## src/rtl/pwm_capture.sv

```systemverilog
// pwm_capture: measures an incoming PWM waveform.
// Reports high time and period in clk ticks, plus duty in the N-bit
// generator format: floor(high * 2^N / period), saturated to 2^N-1.
// Ports:
//   clk, rst (async, active low), ena (capture enable), pwm_in (async pin)
//   high_ticks, period_ticks [M-1:0] : last complete period measurement
//   duty [N-1:0]                     : duty of that measurement
//   valid                            : one-cycle pulse on output update
//   timeout                          : sticky, no rising edge in 2^M-1 ticks
//   overrun                          : sticky, measurement dropped (divider busy)
module pwm_capture #(
  parameter int unsigned N           = 8,
  parameter int unsigned M           = 16,
  parameter int unsigned SYNC_STAGES = 2
) (
  input  logic         clk,
  input  logic         rst,
  input  logic         ena,
  input  logic         pwm_in,
  output logic [M-1:0] high_ticks,
  output logic [M-1:0] period_ticks,
  output logic [N-1:0] duty,
  output logic         valid,
  output logic         timeout,
  output logic         overrun
);

  localparam int unsigned CW        = $clog2(N + 1);
  localparam logic [M-1:0] CNT_MAX  = '1;
  localparam logic [M-1:0] IDLE_LAST = CNT_MAX - M'(1);
  localparam logic [N-1:0] DUTY_MAX = '1;

  typedef enum logic { IDLE, MEASURE } state_e;
  typedef enum logic { FREE, BUSY } div_e;

  state_e                 state_q, state_d;
  div_e                   div_q, div_d;
  logic [SYNC_STAGES-1:0] sync_q, sync_d;
  logic                   s_prev_q, s_prev_d;
  logic                   ena_q, ena_d;
  logic [M-1:0]           period_cnt_q, period_cnt_d;
  logic [M-1:0]           high_cnt_q, high_cnt_d;
  logic [M-1:0]           idle_cnt_q, idle_cnt_d;
  logic [CW-1:0]          div_cnt_q, div_cnt_d;
  logic [M-1:0]           rem_q, rem_d;
  logic [N-1:0]           quo_q, quo_d;
  logic [M-1:0]           div_high_q, div_high_d;
  logic [M-1:0]           div_per_q, div_per_d;
  logic                   div_sat_q, div_sat_d;
  logic [M-1:0]           high_ticks_q, high_ticks_d;
  logic [M-1:0]           period_ticks_q, period_ticks_d;
  logic [N-1:0]           duty_q, duty_d;
  logic                   valid_q, valid_d;
  logic                   timeout_q, timeout_d;
  logic                   overrun_q, overrun_d;

  logic                   s_in;
  logic                   rise;
  logic [M:0]             rem_sh;
  logic                   sub_ok;
  logic [M-1:0]           rem_nx;
  logic [N-1:0]           quo_nx;
  logic                   handoff;
  logic                   to_event;

  assign s_in = sync_q[SYNC_STAGES-1];
  assign rise = s_in & ~s_prev_q;

  // One restoring-division step. The remainder starts at high_cnt, which is
  // exactly where the first M steps on the (high_cnt << N) dividend land when
  // high_cnt < period_cnt; the remaining N steps shift in the zero low bits.
  assign rem_sh = {rem_q, 1'b0};
  assign sub_ok = rem_sh >= {1'b0, div_per_q};
  assign rem_nx = sub_ok ? M'(rem_sh - {1'b0, div_per_q}) : M'(rem_sh);
  assign quo_nx = {quo_q[N-2:0], sub_ok};

  // Next-state: synchronizer, measurement FSM, divider and output registers.
  always_comb begin
    state_d        = state_q;
    div_d          = div_q;
    sync_d         = {sync_q[SYNC_STAGES-2:0], pwm_in};
    s_prev_d       = s_in;
    ena_d          = ena;
    period_cnt_d   = period_cnt_q;
    high_cnt_d     = high_cnt_q;
    idle_cnt_d     = idle_cnt_q;
    div_cnt_d      = div_cnt_q;
    rem_d          = rem_q;
    quo_d          = quo_q;
    div_high_d     = div_high_q;
    div_per_d      = div_per_q;
    div_sat_d      = div_sat_q;
    high_ticks_d   = high_ticks_q;
    period_ticks_d = period_ticks_q;
    duty_d         = duty_q;
    valid_d        = 1'b0;
    timeout_d      = timeout_q;
    overrun_d      = overrun_q;
    handoff        = 1'b0;
    to_event       = 1'b0;

    if (!ena) begin
      // Disabled: abort capture and division, outputs hold, idle timer frozen.
      state_d      = IDLE;
      div_d        = FREE;
      div_cnt_d    = '0;
      period_cnt_d = '0;
      high_cnt_d   = '0;
      if (ena_q) overrun_d = 1'b0;
    end else begin
      unique case (state_q)
        IDLE: begin
          if (rise) begin
            state_d      = MEASURE;
            period_cnt_d = M'(1);
            high_cnt_d   = M'(1);
            idle_cnt_d   = '0;
          end else if (idle_cnt_q == IDLE_LAST) begin
            to_event   = 1'b1;
            idle_cnt_d = '0;
          end else begin
            idle_cnt_d = idle_cnt_q + M'(1);
          end
        end
        MEASURE: begin
          idle_cnt_d = '0;
          if (rise) begin
            // An edge on the last count still wins over the timeout.
            handoff      = 1'b1;
            period_cnt_d = M'(1);
            high_cnt_d   = M'(1);
          end else if (period_cnt_q == CNT_MAX) begin
            to_event     = 1'b1;
            state_d      = IDLE;
            period_cnt_d = '0;
            high_cnt_d   = '0;
          end else begin
            period_cnt_d = period_cnt_q + M'(1);
            if (s_in) high_cnt_d = high_cnt_q + M'(1);
          end
        end
        default: state_d = IDLE;
      endcase

      if (div_q == BUSY) begin
        rem_d     = rem_nx;
        quo_d     = quo_nx;
        div_cnt_d = div_cnt_q + CW'(1);
        if (div_cnt_q == CW'(N - 1)) begin
          div_d          = FREE;
          high_ticks_d   = div_high_q;
          period_ticks_d = div_per_q;
          duty_d         = div_sat_q ? DUTY_MAX : quo_nx;
          valid_d        = 1'b1;
          timeout_d      = 1'b0;
        end
        // A new measurement while dividing is dropped.
        if (handoff) overrun_d = 1'b1;
      end else if (handoff) begin
        div_d      = BUSY;
        div_cnt_d  = '0;
        div_sat_d  = high_cnt_q >= period_cnt_q;
        rem_d      = (high_cnt_q >= period_cnt_q) ? '0 : high_cnt_q;
        quo_d      = '0;
        div_high_d = high_cnt_q;
        div_per_d  = period_cnt_q;
      end

      if (to_event) begin
        timeout_d      = 1'b1;
        duty_d         = s_in ? DUTY_MAX : '0;
        high_ticks_d   = '0;
        period_ticks_d = '0;
        valid_d        = 1'b1;
      end
    end
  end

  // State registers.
  always_ff @(posedge clk or negedge rst) begin
    if (!rst) begin
      state_q        <= IDLE;
      div_q          <= FREE;
      sync_q         <= '0;
      s_prev_q       <= 1'b0;
      ena_q          <= 1'b0;
      period_cnt_q   <= '0;
      high_cnt_q     <= '0;
      idle_cnt_q     <= '0;
      div_cnt_q      <= '0;
      rem_q          <= '0;
      quo_q          <= '0;
      div_high_q     <= '0;
      div_per_q      <= '0;
      div_sat_q      <= 1'b0;
      high_ticks_q   <= '0;
      period_ticks_q <= '0;
      duty_q         <= '0;
      valid_q        <= 1'b0;
      timeout_q      <= 1'b0;
      overrun_q      <= 1'b0;
    end else begin
      state_q        <= state_d;
      div_q          <= div_d;
      sync_q         <= sync_d;
      s_prev_q       <= s_prev_d;
      ena_q          <= ena_d;
      period_cnt_q   <= period_cnt_d;
      high_cnt_q     <= high_cnt_d;
      idle_cnt_q     <= idle_cnt_d;
      div_cnt_q      <= div_cnt_d;
      rem_q          <= rem_d;
      quo_q          <= quo_d;
      div_high_q     <= div_high_d;
      div_per_q      <= div_per_d;
      div_sat_q      <= div_sat_d;
      high_ticks_q   <= high_ticks_d;
      period_ticks_q <= period_ticks_d;
      duty_q         <= duty_d;
      valid_q        <= valid_d;
      timeout_q      <= timeout_d;
      overrun_q      <= overrun_d;
    end
  end

  assign high_ticks   = high_ticks_q;
  assign period_ticks = period_ticks_q;
  assign duty         = duty_q;
  assign valid        = valid_q;
  assign timeout      = timeout_q;
  assign overrun      = overrun_q;

endmodule
```

## config.mk

```make
export PLATFORM = sky130hd
export DESIGN_NAME = pwm_capture
export DESIGN_NICKNAME = d
export VERILOG_FILES = /design/src/rtl/pwm_capture.sv
export SDC_FILE = /design/constraint.sdc
export NUM_CORES = 1
export LEC_CHECK = 0
export CAP_MARGIN = 20
export CORE_UTILIZATION = 34
export CTS_BUF_LIST = sky130_fd_sc_hd__clkbuf_8
export DETAILED_ROUTE_END_ITERATION = 10
export PLACE_DENSITY_LB_ADDON = 0.15
export SKIP_CTS_REPAIR_TIMING = 1
export SLEW_MARGIN = 20
export SYNTH_ARGS = -nofsm -noshare
export SYNTH_HDL_FRONTEND = slang
export SYNTH_SLANG_ARGS = --single-unit
```

## constraint.sdc

```tcl
create_clock -name clk -period 2.5 [get_ports clk]
set_input_delay 0.5 -clock clk [delete_from_list [all_inputs] [get_ports clk]]
set_output_delay 0.5 -clock clk [all_outputs]
set_load 0.03 [all_outputs]
```

* Yosys cells after proc, flatten, opt, wreduce, memory -nomap -nowiden
Index checks and enable logic that the tools add are counted.
** Storage, ports and cells
- Bits in registers :: 157
- Input bits :: 4
- Output and inout port bits :: 43
- Word-level logic and storage cells :: 109
** Cells by class
- Add/sub/neg operators :: 5
- $lt $le $gt $ge :: 2
- Eq/ne operators :: 8
- Muxes and demuxes :: 61
- Bitwise operators :: 4
- Reduce and logical (&&, ||, !) cells :: 9
** Operators by type and width (number)
- 16-bit 2-to-1 mux :: 20
- 16-bit case mux with 2 select lines :: 3
- 16-bit by 1-bit adder with 16-bit output (second input constant) :: 3
- 8-bit 2-to-1 mux :: 5
- 16-bit equality test (second input constant) :: 2
- 1-bit 2-to-1 mux :: 26
- 17-bit by 16-bit >= comparator with 1-bit output :: 1
- 16-bit >= comparator :: 1
- 16-bit subtractor :: 1
- 7-bit 2-to-1 mux :: 2
- 4-bit 2-to-1 mux :: 3
- 3-bit AND reduction :: 3
- 2-bit nonzero test :: 4
- 5-bit by 2-bit inequality test with 1-bit output (second input constant) :: 1
- 4-bit by 1-bit adder with 4-bit output (second input constant) :: 1
- 4-bit by 3-bit equality test with 1-bit output (second input constant) :: 1
- 2-bit by 1-bit inequality test with 1-bit output (second input constant) :: 2
- 1-bit case mux with 2 select lines :: 2
- 2-bit AND reduction :: 2
- 3-bit by 1-bit inequality test with 1-bit output (second input constant) :: 1
- 3-bit inequality test (second input constant) :: 1
- 1-bit inverter :: 3
- 1-bit AND :: 1

* Depth between registers and ports, before layout
- Depth in word-level cells :: 8
- Mapped depth :: 12
- Mapped depth without buffers :: 8

* Worst setup path after synthesis
OpenSTA, ideal clock, no wires.
- Path type :: flip-flop to flip-flop
- From :: register rem_q[13]
- To :: register rem_q[9]
- Setup time :: 128 ps
- Arrival :: 2285 ps
- Data required time :: 2372 ps
- Setup slack :: 87 ps
- Cell stages (with the launch flop) :: 12
- Path buffers :: 4
- Period minus slack after synthesis :: 2413 ps
- Cell sequence :: dfrtp_1 -> ha_1 -> buf_4 -> a21o_1 -> a211o_1 -> a221o_1 -> buf_2 -> or2_1 -> buf_6 -> buf_8 -> a31oi_1 -> o21ai_1
** Between the ends
- Cells in the longest elaborated chain, start to end :: 3
** RTL lines
- from (decl) :: line 45 : logic [M-1:0] rem_q, rem_d;
- from (signal assigned) :: line 212 : rem_q <= rem_d;
- 17-bit by 16-bit >= comparator with 1-bit output :: line 73 : assign sub_ok = rem_sh >= {1'b0, div_per_q};
- 16-bit 2-to-1 mux :: line 74 : assign rem_nx = sub_ok ? M'(rem_sh - {1'b0, div_per_q}) : M'(rem_sh);
- 16-bit 2-to-1 mux :: line 145 : if (div_q == BUSY) begin
No other way between the ends.
A chain may end at the register's enable or synchronous reset.

* Final worst setup path
- From :: register div_per_q[7]
- To :: register rem_q[14]
** Between the ends
- Cells in the longest elaborated chain, start to end :: 3
- Elaborated cells between the ends (all ways) :: 4
- Classes of those cells :: add/sub: 1; order compare: 1; mux: 2
** RTL lines
- from (decl) :: line 48 : logic [M-1:0] div_per_q, div_per_d;
- from (signal assigned) :: line 215 : div_per_q <= div_per_d;
- 16-bit subtractor / 17-bit by 16-bit >= comparator with 1-bit output (equally long branches) :: line 74, 73
- 16-bit 2-to-1 mux (*) :: line 74
- 16-bit 2-to-1 mux (*) :: line 145
Every way passes the cells marked *; elsewhere a longest branch is shown, timed or not.

==> qor.csv <==
stage,metric,value,unit
outcome,outcome,"finished, final reports clean",
place,routability_congestion_estimate_from_global_placement,0.859,
cts,number_of_h_tree_branching_levels,4,
worst_setup_path,required,2850,ps
die,total_core_area,0.0238,mm²
die,initial_utilization,35.1,%
timing,clock-skew-final,26.2,ps
worst_setup_path,ff2ff_setup_slack,130,ps
final_layout,final_layout_size_suffix_gt1_share,17.7,%
synth,synth_enable_flop_cells,0,
cts,tritoncts,yes,
hold_path,hold_start,sync_q[0],
synth,synth_area,0.00833,mm²
timing,finalSetupViolCount,0,
final_layout,finalNetCount,1015,
route,route.detailed.vias_per_inst,5.33,
cts,clockBufferDepth,2,
worst_setup_path,worstSetupEndpointType,flip-flop,
timing,finalWorstPathRequiredPeriod,2370,ps
synth,ys_warn_count,0,
route,routed_wl,23800,µm
worst_setup_path,critical_path.startpoint,div_per_q[7],
timing,maxSlewViolCount,0,
worst_setup_path,worstSetupPathType,flip-flop to flip-flop,
job,cap_viol_max_count,0,
global_route,grt_antenna_before_repair,1,
cts,clock_transition_at_the_registers_of_the_reported_paths,110,ps
place,placedCellCount,1271,
final_layout,syn_to_final_growth,23.9,%
hold_path,hold_depth,0,
cts,cts_sinks,157,
global_route,grt_pass1_wl,38100,µm
route,detail_route.iter0.violations,449,
power_and_ir_drop,p_per_area,637,mW/mm²
worst_setup_path,setup.worst_path.start_class,flip-flop,
global_route,first_global_vias,6659,
synth,most_used_dff_post_synth,sky130_fd_sc_hd__dfrtp_1,
timing,report.final.hold_viol_count,0,
power_and_ir_drop,leakagePower,4.61,nW
cts,clk-insertion-delay-late,480,ps
worst_setup_path,worst_r2r_startpoint,div_per_q[7],
cts,cts-buffers-inserted,17,
timing,max_freq,421,MHz
place,dpl-instance-area,0.00976,mm²
global_route,globalRoute.totalOverflow,0,
power_and_ir_drop,highest_ir_drop_seen_on_vdd,0.337,mV
synth,synth.avg_cell_area,9.71,µm²
timing,fin_crit_sh,95.0,%
worst_setup_path,terminus_of_the_critical_flop_to_flop_path,rem_q[14],
synth,synthDistinctLibCells,76,
place,buffer_ports.inserted,46,
route,ant_nets,0,
hold_path,timing.hold.worst_endpoint,sync_q[1],
final_layout,finalInstanceArea,0.0103,mm²
cts,root_buffer,sky130_fd_sc_hd__clkbuf_8,
route,detail_route.drc_violations,0,
die,die_extent_in_x,159,µm
timing,relSlewSlack,59.5,%
place,post-dp-hpwl,17500,µm
worst_setup_path,reg2reg_depth,9,
synth,number_of_cells_produced_by_synthesis,858,
die,core.rowCount,56,
worst_setup_path,worstPathArrival,2730,ps
timing,tightest_slew,607,ps
die,design.die.area,0.0251,mm²
synth,yosys_register_bits,157,
synth,ys_seq_area_share,47.2,%
global_route,groute.usage.overall,20.2,%
die,num_io_pins,47,
route,num_vias,6964,
worst_setup_path,crit_path_max_fanout,6,
final_layout,final_cells,1306,
global_route,maximum_number_of_pins_on_one_net_before_global_route_repair,63,
die,die_h,159,µm
route,detailed_router_iteration_count_before_antenna_repair,6,
synth,synthesized_nets,900,
hold_path,hold_path_class,flip-flop to flip-flop,
route,avgRoutedWirePerCell,18.2,µm
synth,ys_async_sr_fraction,100,%
==> worst max-delay path by stage <==
stage                           end  slack, ps  depth (start not counted)
after floorplan            rem_q[9]         90                         11
after global placement     rem_q[9]         60                          8
after detailed placement    duty[3]         50                          7
after CTS                  rem_q[9]         50                          8
after global routing       rem_q[2]       -0.8                          8
final                     rem_q[14]        130                          9
==> cells in the final DEF, fill, tap and decap left out, types with 19 or more instances in the layout <==
cell,Yosys,routed
sky130_fd_sc_hd__o21ai_1,20,21
sky130_fd_sc_hd__nor2_1,55,54
sky130_fd_sc_hd__ha_1,37,32
sky130_fd_sc_hd__o21ai_0,75,74
sky130_fd_sc_hd__nand2_1,71,71
sky130_fd_sc_hd__a21oi_1,41,39
sky130_fd_sc_hd__dfrtp_1,157,156
sky130_fd_sc_hd__a22o_1,39,39
sky130_fd_sc_hd__nand4_1,19,19
sky130_fd_sc_hd__clkdlybuf4s50_1,0,45
sky130_fd_sc_hd__buf_4,2,82
sky130_fd_sc_hd__nand3_1,35,35
sky130_fd_sc_hd__inv_1,45,45
==> per-layer routing <==
metal	track usage [%]	part of all wire [%]
met3	3.92	4.3
met2	30.4	45
met1	29.1	49
met5	0	0
met4	6.04	1.8
==> report_power, final <==
part | internal [W] | leakage (nW) | switching [W] | total [W]
clock network | 0.000862 | 0.207 | 0.00118 | 0.00204
registers | 0.00266 | 2.14 | 0.000115 | 0.00278
logic | 0.000777 | 2.26 | 0.000976 | 0.00175
==> area by class of cell <==
class                      instances  area [µm²]
timing repair buffer             138        1260
clock inverter                    15         190
multi-input combinational        613        4130
fill                            2309       13400
inverter                          46         173
sequential                       157        3930
tap                              319         399
antenna                            1        2.50
clock buffer                      17         234
==> synthesized netlist by cell type (12+ instances only) <==
cell type | number | share of area (%)
sky130_fd_sc_hd__a21oi_1 | 41 | 2.5
sky130_fd_sc_hd__inv_1 | 45 | 2.0
sky130_fd_sc_hd__mux2_2 | 17 | 2.3
sky130_fd_sc_hd__and3_1 | 12 | 0.90
sky130_fd_sc_hd__ha_1 | 37 | 5.6
sky130_fd_sc_hd__o21ai_1 | 20 | 1.2
sky130_fd_sc_hd__o21ai_0 | 75 | 4.5
sky130_fd_sc_hd__nand4_1 | 19 | 1.4
sky130_fd_sc_hd__nor2_1 | 55 | 2.5
sky130_fd_sc_hd__a22o_1 | 39 | 4.1
sky130_fd_sc_hd__clkbuf_1 | 27 | 1.2
sky130_fd_sc_hd__nand3_1 | 35 | 2.1
sky130_fd_sc_hd__a31oi_1 | 13 | 0.98
sky130_fd_sc_hd__nand2_1 | 71 | 3.2
sky130_fd_sc_hd__dfrtp_1 | 157 | 47
==> logic make-up after synthesis <==
logic type               Yosys count  synth area share, %
AO/OA/AOI/OAI                    277                 22.3
AND/OR/NAND/NOR                  258                 15.5
flip-flops                       157                 47.2
buffers and inverters             88                 4.43
adder cells (fa/ha/maj)           38                 5.80
multiplexers                      25                 3.26
XOR/XNOR                          15                 1.58
==> critical path, cell delays in order, from the launching register on <==
cell                      delay (ps)
sky130_fd_sc_hd__dfrtp_1         400
sky130_fd_sc_hd__inv_1            80
sky130_fd_sc_hd__ha_2            310
sky130_fd_sc_hd__a21o_1          210
sky130_fd_sc_hd__or2_2           310
sky130_fd_sc_hd__o21ai_0         210
sky130_fd_sc_hd__buf_4           160
sky130_fd_sc_hd__mux2_2          330
sky130_fd_sc_hd__a31oi_1         170
sky130_fd_sc_hd__o21ai_1          80
==> metrics by stage <==
stage | setup WS, ps | TNS (ps) | hold slack (ps) | total power, W | utilization [%]
2_1_floorplan | 87.1 | 0 | 204 | 0.00387 | -
6_report | 126 | 0 | 357 | 0.00657 | 43.4
3_3_place_gp | 59.5 | 0 | 337 | 0.00445 | 41.1
4_1_cts | 48.2 | 0 | -109 | 0.00651 | 42.9
5_1_grt | -0.803 | -0.803 | 364 | 0.00694 | 43.4
3_5_place_dp | 46.3 | 0 | 340 | 0.00446 | 41.1
==> flip-flops by register name (all words and copies together) (netlist names), 2 cells and up <==
register / count
div_high_q: 16
div_per_q: 16
high_cnt_q: 16
high_ticks: 16
idle_cnt_q: 16
period_cnt_q: 16
period_ticks: 16
rem_q: 16
duty: 8
quo_q: 7
div_cnt_q: 4
sync_q: 2
(Power assumes the default switching activity.)
